--- config.mk ---
export PLATFORM = sky130hd
export DESIGN_NAME = huffman_decoder
export DESIGN_NICKNAME = d
export VERILOG_FILES = /design/src/rtl/huff_pkg.sv /design/src/rtl/huff_child_sel.sv /design/src/rtl/huffman_decoder.sv
export SDC_FILE = /design/constraint.sdc
export NUM_CORES = 1
export LEC_CHECK = 0
export BUFFER_PORTS_ARGS = -buffer_cell sky130_fd_sc_hd__buf_4
export CAP_MARGIN = 20
export CORE_MARGIN = 5
export CORE_UTILIZATION = 35
export DETAILED_ROUTE_END_ITERATION = 10
export GPL_TIMING_DRIVEN = 0
export HOLD_SLACK_MARGIN = 0.08
export PLACE_DENSITY = 0.66
export SLEW_MARGIN = 20
export SYNTH_ARGS = -nofsm -noshare
export SYNTH_HDL_FRONTEND = slang
export SYNTH_SLANG_ARGS = --single-unit
export TNS_END_PERCENT = 5
--- constraint.sdc ---
create_clock -name Clk_in -period 9.8 [get_ports Clk_in]
set_clock_uncertainty 0.15 [all_clocks]
set_input_delay 1.47 -clock Clk_in [delete_from_list [all_inputs] [get_ports Clk_in]]
set_output_delay 1.47 -clock Clk_in [all_outputs]
set_load 0.01 [all_outputs]
--- src/rtl/huff_pkg.sv ---
// huff_pkg: shared constants and types for the serial Huffman decoder.
//   Index map: 0..9 leaves (symbol = index), 10..17 internal nodes Node0..Node7,
//   18..31 illegal. ROOT is an out-of-map code used only as the walk's start point.
//   Node word layout: [14:10] child for bit 0, [9:5] child for bit 1, [4:0] unused.
package huff_pkg;

   localparam int unsigned SYM_W     = 4;
   localparam int unsigned IDX_W     = 5;
   localparam int unsigned MAX_DEPTH = 9;
   localparam int unsigned DEPTH_W   = 4;
   localparam int unsigned NUM_SYM   = 10;
   localparam int unsigned NUM_NODE  = 8;
   localparam int unsigned NODE_BASE = 10;
   localparam int unsigned NODE_W    = 15;

   // Node field slice positions
   localparam int unsigned C0_HI = 14;
   localparam int unsigned C0_LO = 10;
   localparam int unsigned C1_HI = 9;
   localparam int unsigned C1_LO = 5;

   typedef logic [IDX_W-1:0] idx_t;

   // Never produced by the tree, so it cannot alias a leaf or node.
   localparam idx_t ROOT = 5'd31;

   typedef enum logic [2:0] {
      StIdle,
      StLoad,
      StWalk,
      StEmit,
      StErr
   } state_e;

endpackage

--- src/rtl/huff_child_sel.sv ---
// huff_child_sel: combinational child lookup for one tree step.
//   cur        current position (ROOT or 10..17)
//   bit_val    coded bit selecting the branch
//   child0/1   per-node children for bit 0 / bit 1
//   m1, m2     root children for bit 0 / bit 1
//   next       selected child index
//   is_leaf    next is a symbol (0..9)
//   is_illegal next is outside the leaf/node map (18..31)
module huff_child_sel import huff_pkg::*; (
   input  idx_t                cur,
   input  logic                bit_val,
   input  idx_t [NUM_NODE-1:0] child0,
   input  idx_t [NUM_NODE-1:0] child1,
   input  idx_t                m1,
   input  idx_t                m2,
   output idx_t                next,
   output logic                is_leaf,
   output logic                is_illegal
);

   always_comb begin
      next = '0;
      if (cur == ROOT) begin
         next = bit_val ? m2 : m1;
      end else begin
         for (int k = 0; k < NUM_NODE; k++) begin
            if (cur == idx_t'(NODE_BASE + k)) begin
               next = bit_val ? child1[k] : child0[k];
            end
         end
      end
      is_leaf    = (next < idx_t'(NUM_SYM));
      is_illegal = (next >= idx_t'(NODE_BASE + NUM_NODE));
   end

endmodule

--- src/rtl/huffman_decoder.sv ---
// huffman_decoder: serial Huffman decoder for a 10-symbol alphabet.
//   Snapshots the tree (Node0..Node7, m1, m2) one cycle after Start_dec, then
//   walks it one accepted bit per cycle and emits a symbol per completed code.
// Ports:
//   Clk_in, Rst          clock (rising edge), asynchronous active-high reset
//   Start_dec            pulse: abort any walk, reload tree, clear Err/Sym_cnt
//   Node0..Node7, m1, m2 tree inputs, sampled only in the LOAD cycle
//   Bit_in/Bit_valid/Bit_ready   coded bit handshake
//   Sym_out/Sym_valid/Sym_ready  decoded symbol handshake
//   Busy                 tree loaded and not in error
//   Err                  sticky malformed-tree / over-length error
//   Sym_cnt              saturating count of symbols accepted downstream
// Optional feature (macro HUFF_DEC_CODE_LEN_EN): output Code_len, the bit
//   length of the code behind the current Sym_out.
module huffman_decoder import huff_pkg::*; #(
   parameter int unsigned CNT_W = 16
) (
   input  logic                 Clk_in,
   input  logic                 Rst,
   input  logic                 Start_dec,
   input  logic [NODE_W-1:0]    Node0,
   input  logic [NODE_W-1:0]    Node1,
   input  logic [NODE_W-1:0]    Node2,
   input  logic [NODE_W-1:0]    Node3,
   input  logic [NODE_W-1:0]    Node4,
   input  logic [NODE_W-1:0]    Node5,
   input  logic [NODE_W-1:0]    Node6,
   input  logic [NODE_W-1:0]    Node7,
   input  logic [IDX_W-1:0]     m1,
   input  logic [IDX_W-1:0]     m2,
   input  logic                 Bit_in,
   input  logic                 Bit_valid,
   output logic                 Bit_ready,
   output logic [SYM_W-1:0]     Sym_out,
   output logic                 Sym_valid,
   input  logic                 Sym_ready,
   output logic                 Busy,
   output logic                 Err,
   output logic [CNT_W-1:0]     Sym_cnt
`ifdef HUFF_DEC_CODE_LEN_EN
   ,
   output logic [3:0]           Code_len
`endif
);

   state_e               state_q;
   idx_t                 cur_q;
   logic [DEPTH_W-1:0]   depth_q;
   logic [DEPTH_W-1:0]   depth_next;
   idx_t [NUM_NODE-1:0]  child0_q;
   idx_t [NUM_NODE-1:0]  child1_q;
   idx_t                 m1_q;
   idx_t                 m2_q;

   logic [NODE_W-1:0]    node_in [NUM_NODE];
   idx_t                 next;
   logic                 is_leaf;
   logic                 is_illegal;
   logic                 unused_node_lo;

   assign node_in[0] = Node0;
   assign node_in[1] = Node1;
   assign node_in[2] = Node2;
   assign node_in[3] = Node3;
   assign node_in[4] = Node4;
   assign node_in[5] = Node5;
   assign node_in[6] = Node6;
   assign node_in[7] = Node7;

   // Low field of each node word carries nothing for the decoder.
   always_comb begin
      unused_node_lo = 1'b0;
      for (int k = 0; k < NUM_NODE; k++) begin
         unused_node_lo = unused_node_lo ^ (^node_in[k][C1_LO-1:0]);
      end
   end

   assign depth_next = depth_q + DEPTH_W'(1);

   huff_child_sel u_child_sel (
      .cur        (cur_q),
      .bit_val    (Bit_in),
      .child0     (child0_q),
      .child1     (child1_q),
      .m1         (m1_q),
      .m2         (m2_q),
      .next       (next),
      .is_leaf    (is_leaf),
      .is_illegal (is_illegal)
   );

   always_ff @(posedge Clk_in or posedge Rst) begin
      if (Rst) begin
         state_q   <= StIdle;
         cur_q     <= ROOT;
         depth_q   <= '0;
         child0_q  <= '0;
         child1_q  <= '0;
         m1_q      <= '0;
         m2_q      <= '0;
         Bit_ready <= 1'b0;
         Sym_out   <= '0;
         Sym_valid <= 1'b0;
         Busy      <= 1'b0;
         Err       <= 1'b0;
         Sym_cnt   <= '0;
`ifdef HUFF_DEC_CODE_LEN_EN
         Code_len  <= '0;
`endif
      end else if (Start_dec) begin
         // Start wins over any handshake in flight; pending work is dropped.
         state_q   <= StLoad;
         Bit_ready <= 1'b0;
         Sym_valid <= 1'b0;
         Busy      <= 1'b0;
      end else begin
         unique case (state_q)
            StIdle: begin
            end
            StLoad: begin
               for (int k = 0; k < NUM_NODE; k++) begin
                  child0_q[k] <= node_in[k][C0_HI:C0_LO];
                  child1_q[k] <= node_in[k][C1_HI:C1_LO];
               end
               m1_q      <= m1;
               m2_q      <= m2;
               Err       <= 1'b0;
               Sym_cnt   <= '0;
               depth_q   <= '0;
               cur_q     <= ROOT;
               Bit_ready <= 1'b1;
               Busy      <= 1'b1;
               state_q   <= StWalk;
            end
            StWalk: begin
               if (Bit_valid && Bit_ready) begin
                  depth_q <= depth_next;
                  if (is_leaf) begin
                     Sym_out   <= next[SYM_W-1:0];
                     Sym_valid <= 1'b1;
                     Bit_ready <= 1'b0;
`ifdef HUFF_DEC_CODE_LEN_EN
                     Code_len  <= depth_next;
`endif
                     state_q   <= StEmit;
                  end else if (!is_illegal && (depth_next < DEPTH_W'(MAX_DEPTH))) begin
                     cur_q <= next;
                  end else begin
                     // Bad index or a code that would exceed MAX_DEPTH bits.
                     Err       <= 1'b1;
                     Bit_ready <= 1'b0;
                     Busy      <= 1'b0;
                     state_q   <= StErr;
                  end
               end
            end
            StEmit: begin
               if (Sym_ready) begin
                  if (Sym_cnt != '1) begin
                     Sym_cnt <= Sym_cnt + CNT_W'(1);
                  end
                  Sym_valid <= 1'b0;
                  cur_q     <= ROOT;
                  depth_q   <= '0;
                  Bit_ready <= 1'b1;
                  state_q   <= StWalk;
               end
            end
            StErr: begin
            end
            default: begin
               state_q <= StIdle;
            end
         endcase
      end
   end

endmodule

==> results of run 1 <==
flip-flops by register name, indices dropped and copies added, names as in the netlist:
register,count
depth_q,4
Err,1
cur_q,5
child0_q,40
child1_q,40
state_q,3
Bit_ready,1
m2_q,5
Busy,1
Sym_out,4
Sym_valid,1
Sym_cnt,16
m1_q,5
metrics by stage:
step | util | total power [W] | worst slack, ns | hold slack [ns]
after floorplan | - | 0.00141 | 4.83 | 0.320
after global placement | 0.425 | 0.00162 | 3.54 | 0.335
after detailed placement | 0.427 | 0.00166 | 5.51 | 0.342
after CTS | 0.466 | 0.00240 | 5.95 | 0.355
after global routing | 0.466 | 0.00251 | 5.83 | 0.368
final | 0.466 | 0.00238 | 5.94 | 0.350
power groups by stage:
stage / sequential, W / clock, W / combinational (W)
2_1_floorplan: 0.000844 / 0 / 0.000564
3_3_place_gp: 0.000868 / 0 / 0.000751
3_5_place_dp: 0.000885 / 0 / 0.000773
4_1_cts: 0.000879 / 0.000742 / 0.000779
5_1_grt: 0.000905 / 0.000766 / 0.000840
6_report: 0.000877 / 0.000726 / 0.000777
how the worst min path moves through the flow:
stage | start | end | slack [ns] | depth (start not counted)
CTS | child1_q[22] | child1_q[22] | 0.36 | 1
floorplan | depth_q[2] | depth_q[2] | 0.32 | 1
global placement | child1_q[5] | child1_q[5] | 0.33 | 1
global route | child1_q[20] | child1_q[20] | 0.37 | 1
finish | child1_q[22] | child1_q[22] | 0.35 | 1
detailed placement | child1_q[17] | child1_q[17] | 0.34 | 1
cell usage in the layout, fill, tap and decap left out, drive strengths merged, types with 4 or more instances in the layout:
cell | synthesis | final
a22oi | 4 | 4
and2 | 4 | 4
mux2i | 23 | 23
buf | 10 | 129
and4 | 4 | 4
xor2 | 12 | 12
dfstp | 5 | 5
inv | 10 | 11
mux4 | 7 | 7
a31oi | 4 | 4
a21oi | 9 | 9
bufinv | 0 | 6
dfrtp | 121 | 121
nand3 | 7 | 7
nor2 | 28 | 28
o21ai | 13 | 13
nor3 | 4 | 4
mux2 | 107 | 107
nand4 | 4 | 4
a211oi | 5 | 5
nand2 | 24 | 24
a311oi | 4 | 4
clkbuf | 18 | 37
clkinv | 0 | 4
o22ai | 5 | 5
and3 | 7 | 7
cells by family after synthesis:
kind of cell	after synthesis
xor+xnor	14
compound gates	68
fa+ha+maj	2
simple gates	104
flops	126
buf+inv	38
mux	137
layer usage:
| metal | vias up | GRT usage | part of all wire | wire [um] |
|---|---|---|---|---|
| met2 | 165 | 0.258 | 0.47 | 7770 |
| met1 | 2277 | 0.223 | 0.44 | 7190 |
| met3 | 26 | 0.0442 | 0.067 | 1090 |
| li1 | 2087 | - | - | - |
| met4 | 0 | 0.0580 | 0.020 | 320 |
| met5 | - | 0 | 0 | 0 |
layout make-up:
| type | count | area [um2] |
|---|---|---|
| plain buffers | 28 | 144 |
| clock buffers | 19 | 453 |
| clock inverters | 13 | 235 |
| fillers | 1574 | 9230 |
| inverters | 10 | 42.5 |
| multi-input cells | 325 | 2840 |
| flip-flops and latches | 126 | 3160 |
| well taps | 225 | 282 |
| repair buffers | 119 | 913 |
==> summary.txt, run 1 <==
Status
  – Outcome: complete, no violations

Clock tree
  – Worst-Skew Late Latency: between 0.4 and 0.5 ns
  – Clock Tree Buf Depth: 2
  – CTS buffer count: 17
  – CTS Sinks: 126
  – CTS tree: done
  – Clk pin slew, worst setup/hold paths: ~0.060 ns
  – CTS resizes: 0
  – H-tree depth: 4
  – CTS root buf: clkbuf_16
  – Hold Buf Count CTS: 0
  – Postcts setup bufs: 0

Timing
  – Post-route minimum period: approximately 3.9 ns
  – Worst-Margin Slew: around 0.82 ns
  – Worst slew margin: 0.448
  – Fmax: between 200 and 300 MHz
  – Setup TNS Final: 0 ns
  – Fin. Hold Viols: 0
  – Count of final setup violators: 0
  – Pins Over Slew Limit: 0
  – RSZ-0062 raised after global routing: false
  – Final worst-path cycle share: 0.394

Pwr
  – Sw Share: 0.312
  – Clock share of power: 0.305
  – Int Pwr: 0.00164 W
  – Combinational share of power: 0.326
  – Switching Power: approximately 0.00074 W
  – Reg power frac: 0.369
  – Peak supply drop: 0.138 mV
  – P_leak: between 3 and 4 nW
  – PD cells: approximately 300 nW/um2

Synthesis
  – Xor/xnor share of the synthesized area: 0.0199
  – Post-synth top area share: 0.490
  – Largest cells by area after synthesis: dfrtp_1, mux2_2, mux2i_1
  – Post-synthesis simple-gate area fraction: 0.0905
  – Cell Area, Synth: roughly 6200 um2
  – Top-count cell post-synth: dfrtp_1
  – Synth Instances: between 400 and 500
  – Post-Syn Nets: about 630
  – Syn_area_per_cell: approximately 13 um2
  – Largest family of logic cells by synthesized area: multiplexers
  – Multiplexer share of the synthesized area: 0.260
  – Post-Synth Adder-Cell Area: 0.00405
  – Post-synthesis sequential area ratio: 0.511
  – Commonest cells post-synth: dfrtp_1, mux2_2, nor2_1, nand2_1, mux2i_1
  – Asr flop ratio synth: 1.00
  – Syn. warnings: 0
  – Area leader, netlist: dfrtp_1
  – Main synth FF type: dfrtp_1
  – Synth cell types: 64
  – Synthesis-stage register bit count: around 130
  – Number of synthesized flops with an enable pin: 0
  – Compound-Gate Fraction of Synth Area: 0.0851

Setup path
  – Critical path origin: Bit_in
  – R2R cell count: 10
  – Reg2reg setup slack: around 6.4 ns
  – Slowest CP cell: a311oi_1
  – Levels on crit path: 10
  – Crit-path cells: buf_4, buf_6, mux2i_1, o21a_1, a311oi_1, o221ai_2, a32o_2, a22oi_2, nor3b_4, mux2_2
  – Worst reg2reg path startpoint: cur_q[0]
  – RR Endpoint: cur_q[2]
  – Arrival @ worst endpoint: 4.06 ns
  – Buf+Inv Stages, Crit Path: 2
  – CP top delay family: compound AO/OA/AOI/OAI gates
  – CP endpoint: cur_q[2]
  – Crit Path Category: in2reg
  – Worst-path maximum fanout: 10
  – Worst Setup End Kind: flop
  – Startpoint type of the worst setup path: input pin
  – Worst EP required: about 10 ns
  – Slowest stage delay, CP: 0.40 ns

Layout
  – Layout cells sized above 1: 0.455
  – Net count, final: between 700 and 800
  – Diode count: 0
  – Post-route cell area: approximately 8100 um2
  – Area Growth Syn to Fin: 30.6%
  – Finished Layout Cells: 865

Detailed routing
  – DRC Markers: 0
  – WL/cell: 18.9 um
  – DRT Pass-1 Iters: 5
  – Post-Route WL: around 16 mm
  – Vias: ~4,600
  – Initial drt markers: 326
  – Via-per-instance ratio: 5.27
  – Final ANT Viol Nets: 0

GRT
  – First-pass GRT wire length: between 20 and 30 mm
  – GRT overflow: 0
  – Largest net degree at the start of global routing: 86
  – GRT Util Overall: 0.165
  – Vias in the first global route: 4,811
  – Initial antenna violation count: 0

Placed design
  – GPL Wtd Cong: 0.854
  – Placed insts: about 830
  – Placed Instance Area: about 7400 um2
  – Buffers on Ports: 118
  – Dpl hpwl: 12.3 mm

Flow run
  – MaxCap Viol Count: 0

Die
  – Die area: approximately 20,000 um2
  – I/O pin count: 160
  – Row count: 48
  – Chip height: about 140 um
  – Horiz. Die Dim: between 100 and 150 um
  – Core footprint: around 17,000 um2
  – Initial Utilization: 0.357

Min path
  – Hold Path Class: reg2reg
Note: power is estimated with default switching activity, not from simulation.
==> inputs of run 2 (changes only) <==
==> constraint.sdc (replaced) <==
create_clock -name Clk_in -period 3.7 [get_ports Clk_in]
set_clock_uncertainty 0.15 [all_clocks]
set_input_delay 0.555 -clock Clk_in [delete_from_list [all_inputs] [get_ports Clk_in]]
set_output_delay 0.555 -clock Clk_in [all_outputs]
set_load 0.01 [all_outputs]
==> run 2 against run 1 <==
Effect of this change:
- cell count up 0.35%
- power up 150%
- sequential share of layout area up 0.60 points
- clock-buffer cell count up 5
- sequential cell count unchanged
- via count down 0.57%
- die area unchanged
- critical path depth down 1
- largest cell class unchanged
==> summary.txt, run 2 (same netlist as run 1, synthesis figures left out) <==
Status
  – Outcome: complete, no violations

Pwr
  – P_leak: between 3 and 4 nW
  – Reg power frac: 0.397
  – Peak supply drop: 0.439 mV
  – Int Pwr: approximately 0.0039 W
  – Switching Power: ~0.0019 W
  – Sw Share: 0.328
  – Combinational share of power: 0.351
  – PD cells: about 740 nW/um2
  – Clock share of power: 0.251

Setup path
  – Crit path top cell by count: buf_4
  – Reg2reg setup slack: just over 0.3 ns
  – Crit Path Category: reg2reg
  – Slowest CP cell: dfstp_2
  – Startpoint type of the worst setup path: flop
  – Worst Setup End Kind: flop
  – Worst EP required: between 3 and 4 ns
  – Buf+Inv Stages, Crit Path: 3
  – Arrival @ worst endpoint: 3.58 ns
  – Slowest stage delay, CP: between 0.5 and 0.6 ns
  – Crit-path cells: buf_4, buf_4, clkbuf_1, nand2_1, o22a_1, a32o_2, a22oi_2, nor3b_4, mux2_2
  – CP top delay family: buffers and inverters
  – Worst-path maximum fanout: 10

Layout
  – Most common cell after layout, fill and taps aside: buf_4
  – Net count, final: 768
  – Top flop regs: child0_q: 40 flops, child1_q: 40 flops, Sym_cnt: 16 flops
  – Area Growth Syn to Fin: 28.6%
  – Post-route cell area: a little under 8000 um2
  – Diode count: 0
  – Layout cells sized above 1: 0.449
  – Commonest non-fill, non-tap cells in the layout: buf_4, dfrtp_1, mux2_2

Timing
  – Worst-Margin Slew: 0.735 ns
  – Pins Over Slew Limit: 0
  – Worst slew margin: 0.506
  – Final worst-path cycle share: 0.918
  – Fmax: ~290 MHz
  – Setup TNS Final: 0 ns
  – Post-route minimum period: around 3.4 ns
  – Worst hold slack: roughly 0.21 ns
  – RSZ-0062 raised after global routing: false
  – Count of final setup violators: 0
  – Fin. Hold Viols: 0

Flow run
  – MaxCap Viol Count: 0

Detailed routing
  – DRC Markers: 0
  – Vias: roughly 4,500
  – Via-per-instance ratio: 5.22
  – Initial drt markers: 300
  – WL/cell: around 19 um
  – DRT Pass-1 Iters: 4
  – Post-Route WL: roughly 16 mm
  – Final ANT Viol Nets: 0

Clock tree
  – Postcts setup bufs: 0
  – Clock Tree Buf Depth: 2
  – CTS tree: done
  – Hold Buf Count CTS: 1
  – H-tree depth: 4
  – Worst-Skew Late Latency: between 0.4 and 0.5 ns
  – CTS buffer count: 17
  – CTS root buf: clkbuf_16
  – CTS Sinks: 126
  – CTS resizes: 0
  – Clk pin slew, worst setup/hold paths: approximately 0.060 ns

GRT
  – Initial antenna violation count: 0
  – Largest net degree at the start of global routing: 37
  – First-pass GRT wire length: ~26 mm
  – Vias in the first global route: 4,869
  – GRT Util Overall: 0.165
  – GRT overflow: 0

Die
  – Die area: 20,400 um2
  – Core footprint: 17,300 um2
  – Initial Utilization: 0.357
  – Chip height: between 100 and 150 um
  – Row count: between 40 and 50
  – Horiz. Die Dim: approximately 140 um
  – I/O pin count: 160

Placed design
  – Dpl hpwl: between 10 and 15 mm
  – GPL Wtd Cong: roughly 0.9
  – Buffers on Ports: 118
  – Placed Instance Area: between 7000 and 8000 um2

Min path
  – Hold Path Class: in2reg
run 2: final timing paths:
kind / start / end / cells after the start
max in group asynchronous: Rst / cur_q[2] / 4
worst max register to register: cur_q[0] / cur_q[3] / 9
worst min-delay path: Node2[14] / child0_q[14] / 2
worst max-delay path: cur_q[0] / cur_q[3] / 9
min in group asynchronous: Rst / Sym_cnt[7] / 3
worst min register to register: child0_q[31] / child0_q[31] / 1
run 2: layout make-up:
cell class	instances	area (um2)
buffer	28	144
clock buffer	24	482
clock inverter	8	42.5
fill	1609	9350
inverter	10	41.3
multi-input combinational	325	2840
sequential	126	3160
tap	225	282
timing repair buffer	122	956
run 2: power groups by stage:
stage,Clock [W],Combinational [W],Sequential [W]
after floorplan,0,0.00149,0.00223
after global placement,0,0.00198,0.00230
after detailed placement,0,0.00205,0.00235
after CTS,0.00151,0.00207,0.00233
after global routing,0.00157,0.00223,0.00240
final,0.00147,0.00206,0.00233
run 2: per-stage QoR:
step           utilization  std cells  total power, W  worst slack (ns)
2_1_floorplan            -        489         0.00373             0.728
3_3_place_gp         0.425        832         0.00428             0.365
3_5_place_dp         0.428        835         0.00440             0.301
4_1_cts              0.459        868         0.00590             0.326
5_1_grt              0.459        868         0.00619             0.192
6_report             0.459        868         0.00586             0.303
run 2: routing by layer:
metal | vias to the layer above | global-route usage | part of all wire
met5 | - | 0 | 0
met4 | 0 | 0.0535 | 0.015
met3 | 22 | 0.0466 | 0.069
met2 | 168 | 0.264 | 0.48
met1 | 2253 | 0.219 | 0.44
li1 | 2086 | - | -
==> inputs of run 3 (changes only) <==
--- a/config.mk
+++ b/config.mk
@@ -5,6 +5,7 @@
 export SDC_FILE = /design/constraint.sdc
 export NUM_CORES = 1
 export LEC_CHECK = 0
+export ABC_AREA = 1
 export BUFFER_PORTS_ARGS = -buffer_cell sky130_fd_sc_hd__buf_4
 export CAP_MARGIN = 20
 export CORE_MARGIN = 5
@@ -13,6 +14,7 @@
 export GPL_TIMING_DRIVEN = 0
 export HOLD_SLACK_MARGIN = 0.08
 export PLACE_DENSITY = 0.66
+export SKIP_LAST_GASP = 1
 export SLEW_MARGIN = 20
 export SYNTH_ARGS = -nofsm -noshare
 export SYNTH_HDL_FRONTEND = slang
==> run 3 against run 2 <==
Effect of this change:
- design area up 2.4%
- maximum frequency grew 13%
- non-clock buffer count up 5
- clock power is 21% higher
- cell count is 41% higher
- worst hold slack lost 0.029 ns
- global-route usage increased by 1.4 points
- register-to-register slack better by 0.40 ns
- synthesized area rose by 0.36%
- sequential power barely moved
- clock-buffer cell count decreased by 3
==> summary.txt, run 3 <==
Placed design
  – Placed Instance Area: between 7000 and 8000 um2
  – Placed insts: about 1,200
  – Dpl ws: between 0.7 and 0.8 ns
  – Buffers on Ports: between 100 and 150
  – GPL Wtd Cong: approximately 0.86
  – Dpl hpwl: ~14 mm

Die
  – Row count: 48
  – Horiz. Die Dim: 143 um
  – Core footprint: roughly 17,000 um2
  – Die area: around 20,000 um2
  – Initial Utilization: 0.357
  – Chip height: 143 um
  – I/O pin count: 160

Synthesis
  – Commonest cells post-synth: nand2_1, dfrtp_1, nor2_1, inv_1, nand3_1
  – Asr flop ratio synth: 1.00
  – Largest cells by area after synthesis: dfrtp_1, nand2_1, nor2_1
  – Synth Instances: 845
  – Main synth FF type: dfrtp_1
  – Cell Area, Synth: around 6200 um2
  – Syn. warnings: 0
  – Area leader, netlist: dfrtp_1
  – Syn_area_per_cell: 7.34 um2
  – Post-Syn Nets: around 1,000
  – Number of synthesized flops with an enable pin: 0
  – Synth cell types: 37
  – Top-count cell post-synth: nand2_1
  – Post-synthesis sequential area ratio: 0.510
  – Synthesis-stage register bit count: roughly 130
  – Post-synth top area share: 0.488

Pwr
  – Peak supply drop: about 0.42 mV
  – PD cells: between 700 and 800 nW/um2
  – P_leak: roughly 4.3 nW

GRT
  – GR Util met2: 0.285
  – First-pass GRT wire length: 28.6 mm
  – GRT Util Overall: 0.179
  – GRT overflow: 0
  – Met3 Use GR: 0.0482
  – Vias in the first global route: 5,746
  – Initial antenna violation count: 0
  – Most Crowded Layer GR: met2
  – Met1 Use GR: 0.247
  – Largest net degree at the start of global routing: 36

Layout
  – Layout cells sized above 1: 0.197
  – Most common cell after layout, fill and taps aside: nand2_1
  – Diode count: 0
  – Commonest non-fill, non-tap cells in the layout: nand2_1, buf_4, dfrtp_1
  – Top flop regs: child0_q: 40 flops, child1_q: 40 flops, Sym_cnt: 16 flops
  – Net count, final: approximately 1,100
  – Area Growth Syn to Fin: 31.2%
  – Post-route cell area: between 8000 and 9000 um2
  – Finished Layout Cells: ~1,200

Setup path
  – RR Endpoint: child0_q[36]
  – Slowest CP cell: nor2_1
  – Worst reg2reg path startpoint: state_q[1]
  – Reg2reg setup slack: just over 0.7 ns
  – Worst-path maximum fanout: 10
  – R2R cell count: 7
  – Critical path origin: state_q[1]
  – Buf+Inv Stages, Crit Path: 3
  – Worst EP required: 3.91 ns
  – Arrival @ worst endpoint: approximately 3.2 ns
  – Startpoint type of the worst setup path: flop
  – Crit-path cells: inv_1, nand3_1, nor2_1, clkbuf_1, clkbuf_1, nand2_1, nand2_1
  – Worst Setup End Kind: flop
  – Crit Path Category: reg2reg
  – Slowest stage delay, CP: between 0.8 and 0.9 ns
  – CP top delay family: simple AND/OR/NAND/NOR gates

Detailed routing
  – Initial drt markers: approximately 440
  – Vias: slightly below 6,000
  – WL/cell: about 14 um
  – Final ANT Viol Nets: 0
  – DRT Pass-1 Iters: 5
  – DRC Markers: 0
  – Via-per-instance ratio: approximately 4.8
  – Post-Route WL: ~18 mm

Min path
  – Hold worst-path end: child1_q[9]
  – Hold path startpoint: Node1[9]
  – Worst hold stages: 3
  – Hold Path Class: in2reg

Timing
  – Fin. Hold Viols: 0
  – RSZ-0062 raised after global routing: false
  – Final worst-path cycle share: 0.809
  – Count of final setup violators: 0
  – Worst slew margin: 0.253
  – Worst hold slack: approximately 0.18 ns
  – Post-route minimum period: between 2 and 3 ns
  – Setup ws final: between 0.7 and 0.8 ns
  – Fmax: 334 MHz
  – Setup TNS Final: 0 ns
  – Worst-Margin Slew: 1.12 ns
  – Pins Over Slew Limit: 0

Clock tree
  – CTS Sinks: 126
  – Postcts setup bufs: 0
  – CTS buffer count: 17
  – Worst-Skew Late Latency: roughly 0.42 ns
  – Clock Tree Buf Depth: 2
  – Clk pin slew, worst setup/hold paths: ~0.06 ns
  – H-tree depth: 4
  – CTS resizes: 0
  – CTS root buf: clkbuf_16
  – CTS tree: done

Flow run
  – MaxCap Viol Count: 0

Status
  – Outcome: complete, no violations
-- run 3: cell count changes in the layout (fill, tap and decap cells not counted), moves of 7 or more --
cell,delta
a21oi_1,+9
mux2_2,-102
and3_1,-7
nand3_1,+25
mux4_2,-7
nor2_1,+26
inv_1,+36
xor2_1,-11
o21ai_0,+7
mux2i_1,-22
nand2_1,+427
-- run 3: stage by stage --
step,total power [W],util
2_1_floorplan,0.00356,-
3_3_place_gp,0.00417,0.425
6_report,0.00601,0.469
4_1_cts,0.00604,0.469
3_5_place_dp,0.00424,0.432
5_1_grt,0.00646,0.469
-- run 3: timing repair --
action                                  4_1_cts  5_1_grt
hold buffers                                  1        0
endpoints found under the setup margin        0        0
hold endpoints to repair                      8        0
-- run 3: where the power goes --
part / internal [W] / leakage [nW] / switching, W / total [W]
sequential: 0.00196 / 1.60 / 0.000347 / 0.00230
clock: 0.00118 / 0.313 / 0.000608 / 0.00178
combinational: 0.000675 / 2.42 / 0.00125 / 0.00192
total: 0.00381 / 4.33 / 0.00220 / 0.00601
-- run 3: per-layer routing --
layer,share of wire,wire length [um]
met4,0.014,242
met2,0.47,8270
met5,0,0
met1,0.46,8190
met3,0.060,1060
-- run 3: logic make-up (layout without fill, tap and decap cells) --
| family | after synthesis | count (layout) | synth area share |
|---|---|---|---|
| compound gates | 58 | 58 | 0.0547 |
| xor+xnor | 1 | 1 | 0.00141 |
| fa+ha+maj | 2 | 2 | 0.00404 |
| buf+inv | 81 | 238 | 0.0531 |
| flops | 126 | 126 | 0.510 |
| mux | 1 | 1 | 0.00161 |
| simple gates | 576 | 576 | 0.376 |
-- run 3: how the worst max path moves through the flow --
| stage | depth (start not counted) | slack, ns | to |
|---|---|---|---|
| after floorplan | 1 | 1.45 | Bit_ready |
| after global placement | 2 | 0.60 | child1_q[36] |
| after detailed placement | 6 | 0.74 | child0_q[36] |
| after CTS | 7 | 0.75 | child0_q[36] |
| after global routing | 7 | 0.65 | child0_q[36] |
| final | 7 | 0.71 | child0_q[36] |
-- run 3: worst min-delay path, cell delays in order --
cell and delay [ns]:
buf_4 0.07, nand2_1 0.04, nand2_1 0.05
-- run 3: final cells by class --
class                      count  area [um2]
inverter                      51         195
tap                          225         282
clock inverter                11         161
multi-input combinational    638        2710
buffer                        30         138
sequential                   126        3160
fill                        1744        9220
timing repair buffer         125        1020
clock buffer                  21         470
